**config.mk**
```make
export PLATFORM = sky130hd
export DESIGN_NAME = regfile_scb
export DESIGN_NICKNAME = d
export VERILOG_FILES = /design/src/rtl/regfile_scb_pkg.sv /design/src/rtl/regfile_scb_clr_fsm.sv /design/src/rtl/regfile_scb.sv
export SDC_FILE = /design/constraint.sdc
export NUM_CORES = 2
export LEC_CHECK = 0
export CORE_UTILIZATION = 38
export CTS_CLUSTER_SIZE = 24
export DETAILED_ROUTE_END_ITERATION = 6
export MAX_ROUTING_LAYER = met4
export PLACE_DENSITY = 0.55
export SLEW_MARGIN = 30
export SYNTH_ARGS = -nofsm -noshare
export SYNTH_HDL_FRONTEND = slang
export SYNTH_SLANG_ARGS = --single-unit
```
**constraint.sdc**
```tcl
create_clock -name clk -period 45.4 [get_ports clk]
set_clock_uncertainty 0.2 [all_clocks]
set_input_delay 9.08 -clock clk [delete_from_list [all_inputs] [get_ports clk]]
set_output_delay 9.08 -clock clk [all_outputs]
set_load 0.01 [all_outputs]
```
**src/rtl/regfile_scb_pkg.sv**
```systemverilog
// Shared types and constants for the scoreboarded register file.
// Consumed by regfile_scb (top) and regfile_scb_clr_fsm.
package regfile_scb_pkg;

    localparam int DEF_DATA_W = 32;
    localparam int DEF_ADDR_W = 5;
    localparam int ZERO_IDX   = 0;

    typedef enum logic [1:0] {
        ST_IDLE  = 2'd0,
        ST_CLEAR = 2'd1,
        ST_DONE  = 2'd2
    } clr_state_e;

endpackage

```
**src/rtl/regfile_scb_clr_fsm.sv**
```systemverilog
// Bulk-clear sequencer: walks every register index once, then pulses clr_done.
// All outputs are registered; clr_busy covers both the CLEAR and DONE states.
module regfile_scb_clr_fsm
    import regfile_scb_pkg::*;
#(
    parameter int ADDR_W = DEF_ADDR_W
) (
    input  logic              clk,
    input  logic              rst,
    input  logic              clr_req,
    output logic              clr_wr_en,
    output logic [ADDR_W-1:0] clr_addr,
    output logic              clr_busy,
    output logic              clr_done
);

    localparam logic [ADDR_W-1:0] LAST_IDX = {ADDR_W{1'b1}};

    clr_state_e        state_q;
    logic [ADDR_W-1:0] cnt_q;
    logic              wr_en_q;
    logic              busy_q;
    logic              done_q;

    always_ff @(posedge clk or posedge rst) begin
        if (rst) begin
            state_q <= ST_IDLE;
            cnt_q   <= '0;
            wr_en_q <= 1'b0;
            busy_q  <= 1'b0;
            done_q  <= 1'b0;
        end else begin
            case (state_q)
                ST_IDLE: begin
                    cnt_q <= '0;
                    if (clr_req) begin
                        state_q <= ST_CLEAR;
                        wr_en_q <= 1'b1;
                        busy_q  <= 1'b1;
                    end
                end
                ST_CLEAR: begin
                    // Terminal compare stops the counter before it can wrap.
                    if (cnt_q == LAST_IDX) begin
                        state_q <= ST_DONE;
                        cnt_q   <= '0;
                        wr_en_q <= 1'b0;
                        done_q  <= 1'b1;
                    end else begin
                        cnt_q <= cnt_q + 1'b1;
                    end
                end
                ST_DONE: begin
                    state_q <= ST_IDLE;
                    busy_q  <= 1'b0;
                    done_q  <= 1'b0;
                end
                default: begin
                    state_q <= ST_IDLE;
                    cnt_q   <= '0;
                    wr_en_q <= 1'b0;
                    busy_q  <= 1'b0;
                    done_q  <= 1'b0;
                end
            endcase
        end
    end

    assign clr_wr_en = wr_en_q;
    assign clr_addr  = cnt_q;
    assign clr_busy  = busy_q;
    assign clr_done  = done_q;

endmodule

```
**src/rtl/regfile_scb.sv**
```systemverilog
// Parametrised register file with per-register pending scoreboard and bulk clear.
// Optional write-through forwarding to the read ports: define REGFILE_SCB_BYPASS_EN.
module regfile_scb
    import regfile_scb_pkg::*;
#(
    parameter int DATA_W   = DEF_DATA_W,
    parameter int ADDR_W   = DEF_ADDR_W,
    parameter int ZERO_REG = 1
) (
    input  logic              clk,
    input  logic              rst,
    input  logic              wr_en,
    input  logic [ADDR_W-1:0] wr_addr,
    input  logic [DATA_W-1:0] wr_data,
    input  logic              iss_en,
    input  logic [ADDR_W-1:0] iss_addr,
    input  logic [ADDR_W-1:0] rd_addr1,
    input  logic [ADDR_W-1:0] rd_addr2,
    output logic [DATA_W-1:0] rd_data1,
    output logic [DATA_W-1:0] rd_data2,
    output logic              rd_pend1,
    output logic              rd_pend2,
    input  logic              clr_req,
    output logic              clr_busy,
    output logic              clr_done
);

    localparam int DEPTH = 2 ** ADDR_W;

    logic              clr_wr_en;
    logic [ADDR_W-1:0] clr_addr;
    logic              host_wr;
    logic              host_iss;
    logic [DATA_W-1:0] regs_rd [DEPTH];
    logic              pend_rd [DEPTH];

    regfile_scb_clr_fsm #(
        .ADDR_W (ADDR_W)
    ) u_clr_fsm (
        .clk       (clk),
        .rst       (rst),
        .clr_req   (clr_req),
        .clr_wr_en (clr_wr_en),
        .clr_addr  (clr_addr),
        .clr_busy  (clr_busy),
        .clr_done  (clr_done)
    );

    // Decode-side traffic is dropped outright while a clear is running.
    assign host_wr  = wr_en  && !clr_busy;
    assign host_iss = iss_en && !clr_busy;

    for (genvar gi = 0; gi < DEPTH; gi++) begin : g_reg
        if (ZERO_REG != 0 && gi == ZERO_IDX) begin : g_hardwired
            assign regs_rd[gi] = '0;
            assign pend_rd[gi] = 1'b0;
        end else begin : g_store
            logic [DATA_W-1:0] data_d;
            logic [DATA_W-1:0] data_q;
            logic              pend_d;
            logic              pend_q;

            always_comb begin
                data_d = data_q;
                pend_d = pend_q;
                if (clr_wr_en && clr_addr == ADDR_W'(gi)) begin
                    data_d = '0;
                    pend_d = 1'b0;
                end else begin
                    if (host_wr && wr_addr == ADDR_W'(gi)) begin
                        data_d = wr_data;
                        pend_d = 1'b0;
                    end
                    // A same-cycle issue is the newer producer, so it overrides writeback.
                    if (host_iss && iss_addr == ADDR_W'(gi)) begin
                        pend_d = 1'b1;
                    end
                end
            end

            always_ff @(posedge clk or posedge rst) begin
                if (rst) begin
                    data_q <= '0;
                    pend_q <= 1'b0;
                end else begin
                    data_q <= data_d;
                    pend_q <= pend_d;
                end
            end

            assign regs_rd[gi] = data_q;
            assign pend_rd[gi] = pend_q;
        end
    end

`ifdef REGFILE_SCB_BYPASS_EN
    logic wr_fwd_ok;
    logic wr_fwd_pend;

    assign wr_fwd_ok   = host_wr && !(ZERO_REG != 0 && wr_addr == ADDR_W'(ZERO_IDX));
    assign wr_fwd_pend = host_iss && (iss_addr == wr_addr);

    always_comb begin
        rd_data1 = regs_rd[rd_addr1];
        rd_pend1 = pend_rd[rd_addr1];
        rd_data2 = regs_rd[rd_addr2];
        rd_pend2 = pend_rd[rd_addr2];
        if (wr_fwd_ok && rd_addr1 == wr_addr) begin
            rd_data1 = wr_data;
            rd_pend1 = wr_fwd_pend;
        end
        if (wr_fwd_ok && rd_addr2 == wr_addr) begin
            rd_data2 = wr_data;
            rd_pend2 = wr_fwd_pend;
        end
    end
`else
    always_comb begin
        rd_data1 = regs_rd[rd_addr1];
        rd_pend1 = pend_rd[rd_addr1];
        rd_data2 = regs_rd[rd_addr2];
        rd_pend2 = pend_rd[rd_addr2];
    end
`endif

endmodule

```
Word level (Yosys, flattened, before mapping)
Cells that the tools add are included.

word-level totals
  flip-flop bits (word level) = 1033
  output and inout port bits = 68
  logic and storage cells = 513

operators by class
  $lt $le $gt $ge = 2
  add/sub/neg operators = 1
  reduce and logical (&&, ||, !) cells = 163
  eq/ne operators = 97
  bitwise gates (word level) = 5
  mux-type cells = 178

operators with widths
  kind                   number
  $mux W32               66
  $bmux W32 S5           2
  $eq A5 B5 Y1 const B   48
  $eq A5 B4 Y1 const B   24
  $mux W1                100
  $logic_and A1 B1 Y1    95
  $reduce_bool A3 Y1     31
  $reduce_bool A2 Y1     31
  $eq A5 B3 Y1 const B   12
  $eq A5 B2 Y1 const B   6
  $eq A5 B1 Y1 const B   3
  $ge A6 B6 Y1 const B   2
  $not A5 Y6             2
  $bmux W1 S5            2
  $pmux W5 S2            1
  $reduce_and A2 Y1      3
  $add A5 B1 Y5 const B  1
  $mux W5                1
  $mux W2                2
  $ne A2 B2 Y1 const B   2
  $pmux W1 S2            2
  $pmux W2 S2            1
  $not A1 Y1             3
  $pmux W1 S3            1
  other kinds (5)        5

Depth between registers and ports, before layout
  depth after elaboration = 6
  depth in mapped cells = 8
  mapped depth without buffers = 7

Modules after synthesis
From an unflattened synthesis, not the netlist that was laid out.

unflattened totals
  cells, all modules = 3990
  area, all modules = 53832.9 um^2

by module, submodules not included
  module               seq. area each (um^2)  times used  cells an instance  area an instance (um^2)
  regfile_scb          25599.6                1           3952               53382.4
  regfile_scb_clr_fsm  250.2                  1           38                 450.4

Worst setup path after synthesis
No wires, ideal clock.

  path kind = input to output
  from = input rd_addr1[0]
  to = output rd_data1[10]
  slack = 25.442 ns
  data arrival time = 10.678 ns
  data required time = 36.120 ns
  stages = 8
  path through = buf_2 buf_2 buf_2 buf_2 mux4_2 a22o_1 o21ai_0 o31ai_1

on the way
  cells in the longest elaborated chain, start to end = 4

RTL lines
  element                                      RTL line            text
  start: declaration                           regfile_scb.sv:17   input logic [ADDR_W-1:0] rd_addr1,
  $not A5 Y6 (not written as such)             regfile_scb.sv:119  rd_data1 = regs_rd[rd_addr1];
  $bmux W32 S5                                 regfile_scb.sv:119
  $mux W32 (not written as such) (2 in a row)  regfile_scb.sv:119
  end: declaration                             regfile_scb.sv:19   output logic [DATA_W-1:0] rd_data1,

Every way passes these cells. The select of a mux whose other input is x is not followed.

Worst setup path in the final report
  from = input rd_addr2[0]
  to = output rd_data2[16]

on the way
  cells in the longest elaborated chain, start to end = 4

RTL lines
  element                                      RTL line            text
  start: declaration                           regfile_scb.sv:18   input logic [ADDR_W-1:0] rd_addr2,
  $not A5 Y6 (not written as such)             regfile_scb.sv:121  rd_data2 = regs_rd[rd_addr2];
  $bmux W32 S5                                 regfile_scb.sv:121
  $mux W32 (not written as such) (2 in a row)  regfile_scb.sv:121
  end: declaration                             regfile_scb.sv:20   output logic [DATA_W-1:0] rd_data2,

Every way passes these cells. The select of a mux whose other input is x is not followed.

==> impl_metrics.tcl <==
set metrics [dict create \
    drt-pass1-iter-count 5 \
    via_per_inst 6.915 \
    place_congestion 0.8864 \
    finalSetupTns_ns 0 \
    fp-row-count 137 \
    nNetsFinal 3953 \
    setup_viol 0 \
    synth_edf_count 0 \
    grt_max_degree 125 \
    critical_path_capture_point_type "primary output" \
    vdd_ir_drop_max_mv 0.03016 \
    initial_standard_cell_utilization_of_the_core 0.3848 \
    die_h_um 378.8 \
    max-clock-path-buffers 3 \
    power.total_mw 2.280 \
    layout.cells.most_common_list "sky130_fd_sc_hd__a22o_1 (1,192), sky130_fd_sc_hd__dfrtp_1 (1,033), sky130_fd_sc_hd__mux4_2 (396)" \
    setup_cp_type "in -> out" \
    synth-seq-area-share 0.4791 \
    floorplan.core_area_um2 140200 \
    fillers 12830 \
    synth_async_sr_flop_share 1.000 \
    slew_worst_pin_ns 1.108 \
    postSynthRegisterBits 1033 \
    cts_inserted_buffers 112 \
    numPortBuffers 124 \
    synth_nets 4073 \
    io_pins 125 \
    critical_path.cell_chain "buf_8 > buf_6 > buf_6 > buf_4 > nor2b_4 > buf_4 > a22o_1 > a211oi_1 > o31ai_1 > clkdlybuf4s50_1" \
    synthToLayoutAreaGrowth_pct 13.17 \
    grt_first_pass_wirelength_um 306400 \
    final_min_period_over_clock_period 0.5084 \
    drtIter0Drc 4725 \
    rsz0062_at_grt "false" \
    route.detailed.drc 0 \
    fp.dieW_um 378.8 \
    achievable-frequency_mhz 43.32 \
    grt_antenna_before_repair 4 \
    postSynthAreaPerCell_um2 13.46 \
    numClockSinks 1033 \
    route.detailed.wl_per_inst_um 35.83 \
    maxCapViolations 0 \
    crit_path_top_delay_cell "sky130_fd_sc_hd__buf_6" \
    cp_data_arrival_time_ns 13.80 \
    groute.usage.overall 0.3030 \
    route.vias.total 40530 \
    min_period_ns 23.08 \
    worstPathRequired_ns 36.12 \
    first_global_vias 40940 \
    ys.warnings.count 0 \
    globalRoute.totalOverflow 0 \
    tritoncts_clock_tree "yes" \
    cts.hold.buffers_added 0 \
    ctsRootBufferMaster "sky130_fd_sc_hd__clkbuf_16" \
    drt-total-wl_um 210000 \
    post_synth_instance_area_um2 53960 \
    timing_max_transition_violations_final 0 \
    most_used_dff_post_synth "sky130_fd_sc_hd__dfrtp_1" \
    cts_resized 0 \
    worst_hold_path_type "reg -> reg" \
    layout_commonest_cell "sky130_fd_sc_hd__a22o_1" \
    worst_setup_start_kind "input pin" \
    leakage_nw 26.47 \
    outcome "finished clean" \
    setup_buffers_after_cts 0 \
    power-per-cell-area_nw_per_um2 37.34 \
    htree_levels 3 \
    finalHoldViolCount 0 \
    layout-drive-gt1-share 0.2253 \
    clkTransAtPathRegs_ns 0.06 \
    clkLatencyLatePin_ns 0.73 \
    dieArea_um2 143500 \
    antenna_violation_net_count_after_detailed_routing 0 \
    critPathMaxStageDelay_ns 0.68 \
    cp_max_fo 70 \
    post-dp-hpwl_um 117100 \
    synth_cell_type_count 44 \
    headroom_to_the_max_slew_limit 0.2532 \
    syn_inst 4009 \
]
[final timing paths]
kind	end	from	cells after the start	slack, ns
setup reg to reg	g_reg[19].g_store.data_q[13]	u_clr_fsm.clr_busy	5	42.33
hold / removal	u_clr_fsm.clr_done	u_clr_fsm.clr_done	1	0.28
hold reg to reg	u_clr_fsm.clr_done	u_clr_fsm.clr_done	1	0.28
max in group asynchronous	g_reg[8].g_store.data_q[22]	rst	6	32.88
min in group asynchronous	g_reg[11].g_store.data_q[3]	rst	2	8.65
setup / recovery	rd_data2[16]	rd_addr2[0]	10	22.32
[layout make-up]
cell class | count | area [um^2] | area share
multi-input cells | 2452 | 26490 | 0.4338
flip-flops and latches | 1033 | 25850 | 0.4233
clock buffers | 156 | 3219 | 0.05272
repair buffers | 281 | 2490 | 0.04077
well taps | 1876 | 2347 | 0.03844
clock inverters | 51 | 616.8 | 0.01010
inverters | 9 | 46.29 | 0.0007581
diodes | 3 | 7.507 | 0.0001229
[kinds of logic (layout without fill, tap and decap cells)]
group | count (synthesis) | count (layout) | share of synthesized area
buf+inv | 524 | 497 | 0.04181
simple gates | 257 | 257 | 0.02697
mux | 661 | 661 | 0.2159
other cells | 0 | 3 | 0
fa+ha+maj | 7 | 7 | 0.001623
flops | 1033 | 1033 | 0.4791
compound gates | 1526 | 1526 | 0.2344
xor+xnor | 1 | 1 | 0.0001623
[critical path, delay by kind of cell]
kind                   cells  cell delay [ns]
buffers and inverters      6             3.41
and+or+nand+nor            1             0.06
AOI/OAI and AO/OA          3             1.07
[metal layers]
layer,vias to the layer above,part of all wire,track usage
met5,-,0,-
met4,0,0.035,0.1077
met3,455,0.099,0.07141
met2,2227,0.46,0.4484
met1,21860,0.41,0.4068
li1,15980,-,-
[synth_stat cells (all sizes together), types with 41 or more instances]
library cell / count / area [um^2]
dfrtp: 1033 / 25850
o22ai: 66 / 412.9
mux2: 65 / 732.0
mux4: 396 / 8919
a211oi: 67 / 508.0
buf: 219 / 1111
nand2: 41 / 153.9
o31ai: 68 / 510.5
mux2i: 200 / 2002
and2: 72 / 450.4
a22o: 1192 / 10440
clkbuf: 296 / 1111
nor2: 57 / 216.5
o21ai: 72 / 360.3
[sequential cells by signal, indices dropped and copies added (netlist names)]
register,count
u_clr_fsm.clr_busy,1
u_clr_fsm.state_q,2
g.g_store.data_q,992
u_clr_fsm.clr_wr_en,1
u_clr_fsm.clr_done,1
g.g_store.pend_q,31
u_clr_fsm.clr_addr,5
[stage by stage]
| stage | std cells | util | instance area, um^2 | hold slack [ns] | setup WS, ns |
|---|---|---|---|---|---|
| floorplan | 4009 | - | 53960 | 0.2671 | 7.048 |
| global placement | 5649 | 0.4075 | 57140 | 0.2696 | 21.82 |
| detailed placement | 5649 | 0.4076 | 57150 | 0.2761 | 22.03 |
| CTS | 5856 | 0.4350 | 60990 | 0.2903 | 22.03 |
| global route | 5861 | 0.4355 | 61070 | 0.3185 | 22.11 |
| finish | 5861 | 0.4355 | 61070 | 0.2831 | 22.32 |
[power breakdown]
part           internal (mW)  leakage (nW)  switching [mW]
clock network          0.557          1.88           0.407
logic                  0.113          10.3           0.210
registers              0.959          14.3          0.0341
total                   1.63          26.5           0.651
No activity file was read; power rests on OpenSTA's default activity.
